===== config.mk =====
export PLATFORM = sky130hd
export DESIGN_NAME = bypass_fifo
export DESIGN_NICKNAME = d
export VERILOG_FILES = /design/src/rtl/bypass_fifo_pkg.sv /design/src/rtl/bypass_fifo.sv
export SDC_FILE = /design/constraint.sdc
export NUM_CORES = 1
export LEC_CHECK = 0
export BUFFER_PORTS_ARGS = -buffer_cell sky130_fd_sc_hd__clkbuf_2
export CELL_PAD_IN_SITES_DETAIL_PLACEMENT = 1
export CELL_PAD_IN_SITES_GLOBAL_PLACEMENT = 2
export CORE_AREA = 5 5 49 51
export CTS_CLUSTER_SIZE = 20
export DETAILED_ROUTE_END_ITERATION = 8
export DIE_AREA = 0 0 54 56
export PLACE_DENSITY_LB_ADDON = 0.1
export SLEW_MARGIN = 20
export SYNTH_ARGS = -nofsm -noshare
export SYNTH_HDL_FRONTEND = slang
export SYNTH_SLANG_ARGS = --single-unit

===== constraint.sdc =====
create_clock -name clk -period 1.97 [get_ports clk]
set_input_delay 0.0985 -clock clk [delete_from_list [all_inputs] [get_ports clk]]
set_output_delay 0.0985 -clock clk [all_outputs]
set_load 0.05 [all_outputs]

===== src/rtl/bypass_fifo_pkg.sv =====
// Shared types and helpers for bypass_fifo.
//   op_e      : the single state-update action taken in a cycle
//   decode_op : maps accepted enqueue/dequeue plus emptiness onto op_e
package bypass_fifo_pkg;

    typedef enum logic [2:0] {
        OP_NONE,      // no accepted request
        OP_PUSH,      // enqueue only
        OP_POP,       // dequeue only
        OP_PUSH_POP,  // enqueue and dequeue with stored data present
        OP_BYPASS     // enqueue and dequeue while empty: data flows straight through
    } op_e;

    function automatic op_e decode_op(input logic push_ok,
                                      input logic pop_ok,
                                      input logic is_empty);
        op_e op;
        op = OP_NONE;
        if (push_ok && pop_ok) op = is_empty ? OP_BYPASS : OP_PUSH_POP;
        else if (push_ok)      op = OP_PUSH;
        else if (pop_ok)       op = OP_POP;
        return op;
    endfunction

endpackage


===== src/rtl/bypass_fifo.sv =====
// bypass_fifo: small synchronous FIFO with a zero-latency bypass when empty.
// Parameters:
//   N     : data width in bits
//   DEPTH : number of storage entries (power of two, >= 2)
// Ports:
//   clk   : clock, state updates on rising edge
//   rst_n : asynchronous active-low reset, clears count, pointers and storage
//   we    : enqueue request, wdata : enqueue data
//   re    : dequeue request
//   rdata : head data (combinational); wdata itself while empty
//   full  : count == DEPTH
//   empty : count == 0
module bypass_fifo
    import bypass_fifo_pkg::*;
#(
    parameter int N     = 4,
    parameter int DEPTH = 2
) (
    input  logic         clk,
    input  logic         rst_n,
    input  logic         we,
    input  logic [N-1:0] wdata,
    input  logic         re,
    output logic [N-1:0] rdata,
    output logic         full,
    output logic         empty
);

    localparam int PW = $clog2(DEPTH);

    logic [N-1:0]  mem [DEPTH];
    logic [PW-1:0] wptr;
    logic [PW-1:0] rptr;
    logic [PW:0]   count;

    logic push_ok;
    logic pop_ok;
    op_e  op;

    // Flags come from the registered count only, never from same-cycle requests.
    assign full  = (count == (PW+1)'(DEPTH));
    assign empty = (count == '0);

    // Enqueue is evaluated first, so a same-cycle enqueue into an empty FIFO
    // makes the dequeue legal (bypass); a full FIFO drops the write.
    assign push_ok = we && !full;
    assign pop_ok  = re && (!empty || push_ok);
    assign op      = decode_op(push_ok, pop_ok, empty);

    assign rdata = empty ? wdata : mem[rptr];

    // Pointers are PW bits wide and DEPTH is a power of two, so the
    // increments wrap from DEPTH-1 to 0 on their own.
    always_ff @(posedge clk or negedge rst_n) begin
        if (!rst_n) begin
            count <= '0;
            wptr  <= '0;
            rptr  <= '0;
            // NOTE: the storage array sits inside the async reset because the
            // block must come out of reset with every entry cleared; this keeps
            // it in flops rather than a RAM macro, which is fine at this size.
            for (int i = 0; i < DEPTH; i++) mem[i] <= '0;
        end else begin
            // NOTE: all state here uses non-blocking assignment so every
            // register samples pre-edge values and ordering inside the block
            // cannot change the result.
            unique case (op)
                OP_PUSH: begin
                    mem[wptr] <= wdata;
                    wptr      <= wptr + PW'(1);
                    count     <= count + (PW+1)'(1);
                end
                OP_POP: begin
                    rptr  <= rptr + PW'(1);
                    count <= count - (PW+1)'(1);
                end
                OP_PUSH_POP: begin
                    mem[wptr] <= wdata;
                    wptr      <= wptr + PW'(1);
                    rptr      <= rptr + PW'(1);
                end
                OP_NONE, OP_BYPASS: begin
                    // Bypassed data is consumed the cycle it arrives; nothing is stored.
                end
                default: ;
            endcase
        end
    end

endmodule


# [Yosys cells after proc, flatten, opt, wreduce, memory -nomap -nowiden]
# Cells that the tools add are included.
[word_totals] reg_bits=12 latch_bits=0 ram_bits=0 romBits=0 input_bits=8 out_inout_bits=6 wordCells=41 memories=0
[classes] add_sub_neg=4 n_mul=0 div_mod_pow=0 order_cmp=3 n_eq_ne=4 n_shift=0 muxes=12 n_bitwise=2 reduce_logical=11
[op_table] op="4-bit two-way mux" n=5
[op_table] op="8-bit bitwise mux" n=1
[op_table] op="3-bit by 2-bit equality test with 1-bit output (second input constant)" n=2
[op_table] op="3-bit two-way mux" n=2
[op_table] op="4-bit demux with 1-bit select" n=1
[op_table] op="2-bit >= comparator (second input constant)" n=2
[op_table] op="1-bit logical AND" n=4
[op_table] op="2-bit two-way mux" n=2
[op_table] op="1-bit NOT with 2-bit output" n=2
[op_table] op="2-bit one-hot mux with 2 select lines" n=1
[op_table] op="2-bit OR reduction" n=2
[op_table] op="3-bit by 1-bit equality test with 1-bit output (second input constant)" n=1
[op_table] op="1-bit adder (second input constant)" n=2
[op_table] op="2-bit by 1-bit adder with 2-bit output (second input constant)" n=1
[op_table] op="2-bit equality test (second input constant)" n=1
[op_table] op="1-bit zero test" n=2
[op_table] op="2-bit zero test" n=1
[op_table] op="2-bit by 1-bit < comparator with 1-bit output (second input constant)" n=1
[op_table] op="2-bit nonzero test" n=1
[op_table] op="2-bit by 1-bit subtractor with 2-bit output (second input constant)" n=1
[op_table] op="1-bit logical OR" n=1

# [Longest topological paths before layout]
# Gate-level depths: netlist of run 1.
[depth] ltp_word=10 ltp_mapped=4 mapped_depth_nobuf=4

# [Least setup slack after synthesis of run 1]
# OpenSTA, ideal clock, no wires.
[synth_path] path_type="flip-flop to output port" start="register count[1]" end="output port rdata[0]" t_arrival_ns=2.237 required_ns=1.871 slack_ns=-0.366 stages_incl_launch_ff=4 path_buffers=0 cell_sequence="dfrtp_1 or2_2 clkinv_1 o21ai_0"
[synth_via] elab_chain_cells=2
[synth_lines] item="start: declaration" line_no="bypass_fifo.sv:34" text="logic [PW:0] count;"
[synth_lines] item="start signal: assignment" line_no="bypass_fifo.sv:71" text="count <= count + (PW+1)'(1);"
[synth_lines] item="start signal: assignment" line_no="bypass_fifo.sv:75" text="count <= count - (PW+1)'(1);"
[synth_lines] item="2-bit zero test" line_no="bypass_fifo.sv:42" text="assign empty = (count == '0);"
[synth_lines] item="via empty" line_no="bypass_fifo.sv:26" text="output logic empty"
[synth_lines] item="4-bit two-way mux" line_no="bypass_fifo.sv:50" text="assign rdata = empty ? wdata : mem[rptr];"
[synth_lines] item="end: declaration" line_no="bypass_fifo.sv:24" text="output logic [N-1:0] rdata,"
# The timed path passes the listed nets, and every way through them passes these cells.

# [Worst setup path in the final report of run 1]
[layout_path] start="register count[1]" end="output port rdata[1]"
[layout_via] elab_chain_cells=2
[layout_lines] item="2-bit zero test" line_no="bypass_fifo.sv:42"
[layout_lines] item="4-bit two-way mux" line_no="bypass_fifo.sv:50"
# Every way passes these cells.

==> impl_metrics.json, run 1 <==
{
  "grt_max_degree": 13,
  "syn_inst": 53,
  "vias_per_cell": 4.57,
  "setup.worst_path.end_class": "primary output",
  "grt_usage_pct": 9.43,
  "final_max_slew_viol_count": 0,
  "die_area_um2": 3020,
  "dr_wl_met3_um": 72,
  "critical_path.max_fanout": 9,
  "routed_wl_um": 1230,
  "start_util_pct": 32.9,
  "routedWlPerCell_um": 13.0,
  "dpl.cell_count": 91,
  "wl_met1_um": 639,
  "tritoncts": "yes",
  "crit_type": "flop to primary output",
  "grt_pass1_vias": 499,
  "cts_sinks": 12,
  "min_path_type": "primary input to flop",
  "drc": 0,
  "syn_avg_cell_area_um2": 11.8,
  "cap_violations": 0,
  "finalHoldViolCount": 0,
  "setup_viol": 0,
  "reg2reg_depth": 3,
  "cts_buffers": 3,
  "placed_cell_area_um2": 709,
  "fmax_ghz": 0.579,
  "core_um2": 1900,
  "whs_endpoint": "mem[1]",
  "cts_resized": 0,
  "required_ns": 1.87,
  "fin_area_um2": 742,
  "clk_latency_ns": 0.26,
  "worst_pin_slew_ns": 0.308,
  "antenna_found_initial": 0,
  "synth_simple_gate_area_share_pct": 13.0,
  "postCtsSetupBuffers": 0,
  "htreeDepth": 1,
  "timing.rr.start": "count[0]",
  "pin_count": 14,
  "layout_commonest_cell": "clkbuf_2",
  "layout_common_cells": "13 x clkbuf_2, 12 x dfrtp_1, 6 x nand2_1",
  "status": "complete, no violations",
  "clockRootBuffer": "clkbuf_4",
  "synth-compound-area-share_pct": 8.60,
  "synth_top_family_by_area": "multiplexers",
  "skew_ns": 0.00485,
  "fin_nets": 78,
  "ys_ff_latch": 12,
  "period_share_pct": 87.6,
  "yosysSeqAreaShare_pct": 48.0,
  "first_pass_iters": 4,
  "layout.cells.non_filler": 95,
  "ys_warn_count": 0,
  "routed.top_layer": "met3",
  "synth_cell_types": 22,
  "dpl.hpwl_um": 945,
  "cp.arrival_ns": 1.63,
  "r2r_slack_ns": 0.61,
  "rsz0062_at_grt": "no",
  "layout-area-overhead-vs-synth_pct": 18.6,
  "syn_area_um2": 626,
  "cts.path.max_buffers": 2,
  "layout-drive-gt1-share_pct": 41.2,
  "hold_path_depth": 2,
  "muxShareOfSynthArea_pct": 23.2,
  "synth_fp_nets": 61,
  "chipHeight_um": 56,
  "rows": 16,
  "synth_xor_area_share_pct": 4.20,
  "hold_buffers": 1,
  "vias": 434,
  "overflow": 0,
  "first_iter_violations": 6,
  "wl_met2_um": 522,
  "clk_pin_slew_ns": 0.07,
  "ant_nets": 0,
  "yosys.area_share.adder_pct": 0,
  "r2r-end": "mem[5]",
  "relSlewSlack_pct": 79.4,
  "io_buffers": 13,
  "start_kind": "flop",
  "post-route-min-period_ns": 1.73,
  "grt_pass1_wl_um": 2150,
  "antennaDiodeCount": 0,
  "min_from": "wdata[1]",
  "chipWidth_um": 54,
  "gp_congestion": 0.677
}
registers in the layout, indices dropped and copies added, names as in the netlist:
name   flops
wptr       1
rptr       1
count      2
mem        8
critical path: stages (launching register included):
cell and delay [ns]:
dfrtp_1 0.45, or2_2 0.31, clkinv_1 0.15, nand2_1 0.07
o21ai_0 0.07, clkbuf_2 0.31
Yosys cell counts, drive strengths merged:
| master | instances | area, um^2 |
|---|---|---|
| nor3b | 1 | 7.51 |
| mux2i | 4 | 40.0 |
| xor2 | 1 | 8.76 |
| xnor2 | 2 | 17.5 |
| clkinv | 1 | 3.75 |
| or2 | 1 | 6.26 |
| and2b | 1 | 8.76 |
| dfrtp | 12 | 300 |
| nand2b | 1 | 6.26 |
| and3 | 1 | 11.3 |
| nand3b | 1 | 7.51 |
| nand3 | 1 | 5.00 |
| a211oi | 1 | 7.51 |
| o21ai | 5 | 25.0 |
| nor2b | 1 | 6.26 |
| o21bai | 1 | 11.3 |
| a21oi | 2 | 10.0 |
| nand2 | 6 | 22.5 |
| mux2 | 8 | 105 |
| buf | 2 | 15.0 |
worst max path at each step:
stage,start,to,depth (start not counted)
floorplan,count[1],rdata[0],3
global placement,count[0],rdata[2],5
detailed placement,count[0],rdata[2],5
CTS,count[0],rdata[2],5
global route,count[1],rdata[2],4
finish,count[1],rdata[1],5
per-stage QoR:
stage / setup slack, ns / hold WS [ns] / utilization, % / TNS [ns]
after floorplan: -0.366 / -0.197 / - / -1.46
after global placement: 0.548 / 0.00636 / 37.3 / 0
after detailed placement: 0.515 / 0.00574 / 37.3 / 0
after CTS: 0.227 / 0.0879 / 39.0 / 0
after global routing: 0.0901 / 0.0940 / 39.0 / 0
final: 0.244 / 0.101 / 39.0 / 0
cell families (layout without fill, tap and decap cells):
logic type                after synthesis  in the layout
and+or+nand+nor                        14             14
muxes                                  12             12
DFF                                    12             12
AOI/OAI and AO/OA                       9              9
xor gates and xnor gates                3              3
buffers and inverters                   3             18
layout make-up:
| class | instances | area (um^2) |
|---|---|---|
| flip-flops and latches | 12 | 300 |
| fillers | 224 | 1160 |
| inverters | 1 | 3.75 |
| multi-input cells | 38 | 307 |
| clock buffers | 3 | 22.5 |
| well taps | 27 | 33.8 |
| repair buffers | 14 | 75.1 |
layer usage:
layer	up-vias	global-route usage [%]
met4	0	2.14
met3	0	4.56
met2	9	13.8
li1	218	-
met5	-	0
met1	207	12.3
Power of run 1 is left out: the tool's default activity adds up to more than one toggle a clock period on the data nets, which glitch-free logic cannot reach.
==> run 2, diff against run 1 <==
GPL_ROUTABILITY_DRIVEN = 1   (was default)
GPL_TIMING_DRIVEN = 0   (was default)
SKIP_LAST_GASP = 1   (was default)
==> run 2 against run 1 <==
Against the previous run:
- cell area rose by 3.9%
- critical endpoint is now rdata[2]
- critical path depth did not move
- clock skew fell by 0.00054 ns
==> impl_metrics.json, run 2 (synthesis results as in run 1) <==
{
  "vias_per_cell": 4.43,
  "period_share_pct": 87.4,
  "status": "complete, no violations",
  "fin_nets": 80,
  "largest_reg_flops": 8,
  "rows": 16,
  "grt_max_degree": 13,
  "rsz0062_at_grt": "no",
  "routed_wl_um": 1180,
  "skew_ns": 0.00432,
  "cts_sinks": 12,
  "tritoncts": "yes",
  "cp.arrival_ns": 1.62,
  "min_path_type": "primary input to flop",
  "r2r-end": "mem[2]",
  "htreeDepth": 1,
  "cp_slowest_cell": "dfrtp_1",
  "reg2reg_depth": 4,
  "crit_chain": "or2_2 > clkinv_1 > nand2_1 > o21ai_0 > clkbuf_2",
  "max_stage_delay_ns": 0.44,
  "setup_viol": 0,
  "layout-area-overhead-vs-synth_pct": 23.2,
  "dpl.hpwl_um": 931,
  "grt_pass1_wl_um": 2010,
  "post-route-min-period_ns": 1.72,
  "top_regs": "mem: 8 flops, count: 2 flops",
  "die_area_um2": 3020,
  "layout_common_cells": "13 x clkbuf_2, 12 x dfrtp_1, 6 x nand2_1",
  "grt_usage_pct": 9.12,
  "endpoint": "rdata[2]",
  "gp_congestion": 0.677,
  "critical_path.max_fanout": 9,
  "n_fill_cell": 224,
  "setup.worst_path.start": "count[0]",
  "core_um2": 1900,
  "antenna_found_initial": 0,
  "regArea_um2": 300,
  "layout.cells.non_filler": 98,
  "crit_type": "flop to primary output",
  "routedWlPerCell_um": 12.0,
  "chipHeight_um": 56,
  "grt_pass1_vias": 457,
  "r2r_slack_ns": 0.59,
  "largest_register": "mem",
  "worst_pin_slew_ns": 0.376,
  "drc": 0,
  "first_iter_violations": 0,
  "cts.path.max_buffers": 2,
  "multiInputGateArea_um2": 307,
  "cap_violations": 0,
  "start_kind": "flop",
  "clk_pin_slew_ns": 0.08,
  "hold_buffers": 1,
  "first_pass_iters": 1,
  "antennaDiodeCount": 0,
  "clockRootBuffer": "clkbuf_4",
  "required_ns": 1.87,
  "layout_commonest_cell": "clkbuf_2",
  "fin_area_um2": 771,
  "chipWidth_um": 54,
  "overflow": 0,
  "io_buffers": 13,
  "cts_resized": 0,
  "finalHoldViolCount": 0,
  "timing.rr.start": "count[0]",
  "layout-drive-gt1-share_pct": 42.3,
  "vias": 434,
  "relSlewSlack_pct": 74.9,
  "pin_count": 14,
  "clk_latency_ns": 0.27,
  "cts_buffers": 3,
  "dpl.cell_count": 93,
  "setup.worst_path.end_class": "primary output",
  "ant_nets": 0,
  "start_util_pct": 32.9,
  "final_max_slew_viol_count": 0,
  "postCtsSetupBuffers": 0,
  "fmax_ghz": 0.581,
  "placed_cell_area_um2": 724
}
==> run 2: per-stage QoR <==
stage	setup slack, ns	hold WS (ns)	TNS, ns	utilization (%)
2_1_floorplan	-0.366	-0.197	-1.46	-
3_3_place_gp	0.513	0.00383	0	38.1
3_5_place_dp	0.514	0.00307	0	38.1
4_1_cts	0.208	0.0874	0	40.5
5_1_grt	0.0882	0.0909	0	40.5
6_report	0.249	0.0928	0	40.5
==> run 2: layout make-up <==
class                   count  share of cell area [%]
repair buffers             14                    9.74
multi-input cells          38                    39.8
inverters                   1                   0.487
plain buffers               2                    1.95
flip-flops and latches     12                    39.0
clock buffers               4                    4.71
well taps                  27                    4.38
==> run 2: worst min-delay path by stage <==
stage,start,end,slack (ns),depth (start not counted)
final,wdata[0],mem[0],0.09,2
after global routing,wdata[3],mem[3],0.09,2
after CTS,wdata[0],mem[0],0.09,2
after detailed placement,rst_n,mem[0],0.003,1
after global placement,rst_n,mem[0],0.004,1
after floorplan,rst_n,count[0],-0.20,0
==> run 2: metal layers <==
metal	share of wire [%]	global-route usage, %	vias up
met1	49	13.7	202
li1	-	-	219
met4	0.68	4.27	0
met5	0	0	-
met2	44	11.6	11
met3	6.0	2.68	2
==> run 2: worst max-delay path, delay by kind of cell, from the launching register on <==
family	cells	cell delay, ns
and+or+nand+nor	2	0.40
AOI/OAI and AO/OA	1	0.07
DFF	1	0.44
buffers and inverters	2	0.45
Power of run 2 is left out for the same reason.
==> run 3, diff against run 2 <==
CORE_AREA = 2 2 46 48   (was 5 5 49 51)
DIE_AREA = 0 0 48 50   (was 0 0 54 56)
SKIP_LAST_GASP = default   (was 1)
==> run 3 against run 2 <==
Against the previous run:
- first-iteration DRC count increased by 2
- flip-flop and latch count unchanged
- via count rose by 2.8%
- wire length shrank 6.9%
- final cell count stayed put
==> impl_metrics.json, run 3 (synthesis results as in run 1) <==
{
  "fin_area_um2": 771,
  "layout_commonest_cell": "clkbuf_2",
  "cts.path.max_buffers": 2,
  "required_ns": 1.87,
  "setup_viol": 0,
  "cp.arrival_ns": 1.63,
  "grt_pass1_vias": 441,
  "pin_count": 14,
  "min_path_type": "primary input to flop",
  "vias": 446,
  "cts_sinks": 12,
  "placed_cell_area_um2": 724,
  "hold_path_depth": 2,
  "post-place-ws_ns": 0.516,
  "first_iter_violations": 2,
  "period_share_pct": 87.6,
  "reg2reg_depth": 4,
  "overflow": 0,
  "dpl.hpwl_um": 859,
  "worst_pin_slew_ns": 0.402,
  "clockRootBuffer": "clkbuf_4",
  "setup_ws_ns": 0.244,
  "routed_wl_um": 1100,
  "start_util_pct": 32.9,
  "antenna_found_initial": 0,
  "antennaDiodeCount": 0,
  "routedWlPerCell_um": 11.2,
  "relSlewSlack_pct": 73.2,
  "top_regs": "mem: 8 flops, count: 2 flops",
  "ant_nets": 0,
  "crit_type": "flop to primary output",
  "grt_max_degree": 13,
  "setup.worst_path.end_class": "primary output",
  "cap_violations": 0,
  "regArea_um2": 300,
  "post-route-min-period_ns": 1.73,
  "grt_pass1_wl_um": 1900,
  "largest_reg_flops": 8,
  "rows": 16,
  "fmax_ghz": 0.579,
  "largest_register": "mem",
  "drc": 0,
  "cts_buffers": 3,
  "postCtsSetupBuffers": 0,
  "layout_common_cells": "13 x clkbuf_2, 12 x dfrtp_1, 6 x nand2_1",
  "layout-drive-gt1-share_pct": 42.3,
  "tritoncts": "yes",
  "final_max_slew_viol_count": 0,
  "finalHoldViolCount": 0,
  "clk_latency_ns": 0.26,
  "grt_usage_pct": 11.4,
  "fin_nets": 80,
  "critical_path.max_fanout": 9,
  "die_area_um2": 2400,
  "first_pass_iters": 4,
  "clk_pin_slew_ns": 0.07,
  "chipHeight_um": 50,
  "rsz0062_at_grt": "no",
  "start_kind": "flop",
  "layout-area-overhead-vs-synth_pct": 23.2,
  "status": "complete, no violations",
  "vias_per_cell": 4.55,
  "multiInputGateArea_um2": 307,
  "io_buffers": 13,
  "r2r_slack_ns": 0.59,
  "setup-tns-final_ns": 0,
  "skew_ns": 0.000770,
  "n_fill_cell": 217,
  "htreeDepth": 1,
  "chipWidth_um": 48,
  "gp_congestion": 0.627,
  "core_um2": 1900
}
-- run 3: cell counts in the layout (fill, tap and decap cells not counted) --
Identical to the previous run, type by type.
-- run 3: worst max-delay path: stages (launching register included) --
cell	delay, ns
dfrtp_1	0.44
or2_2	0.33
clkinv_1	0.15
nand2_1	0.07
o21ai_0	0.07
clkbuf_2	0.30
-- run 3: repair_timing --
action,4_1_cts,5_1_grt
hold buffers,1,0
resized for setup,0,0
hold endpoints to repair,12,0
-- run 3: final timing paths --
path | from | endpoint
max in group asynchronous | rst_n | count[1]
min in group asynchronous | rst_n | mem[1]
setup / recovery | count[0] | rdata[1]
hold / removal | wdata[2] | mem[2]
hold reg to reg | wptr | wptr
setup reg to reg | count[0] | mem[0]
-- run 3: metrics by stage --
stage          cells  hold WS (ns)  utilization [%]
4_1_cts           98        0.0837             40.5
3_3_place_gp      93       0.00480             38.1
5_1_grt           98        0.0957             40.5
2_1_floorplan     53        -0.197                -
3_5_place_dp      93       0.00591             38.1
6_report          98        0.0969             40.5
-- run 3: metal layers --
metal  up-vias  share of wire (%)  global-route usage (%)
li1        219                  -                       -
met1       216                 48                    16.4
met2        11                 48                    16.7
met3         0                4.2                    2.20
met4         0                  0                    4.05
met5         -                  0                       0
-- run 3: layout make-up --
class	instances	area share [%]
multi-input cells	38	39.8
repair buffers	14	9.74
flip-flops and latches	12	39.0
plain buffers	2	1.95
inverters	1	0.487
clock buffers	4	4.71
well taps	27	4.38
Power of run 3 is left out for the same reason.
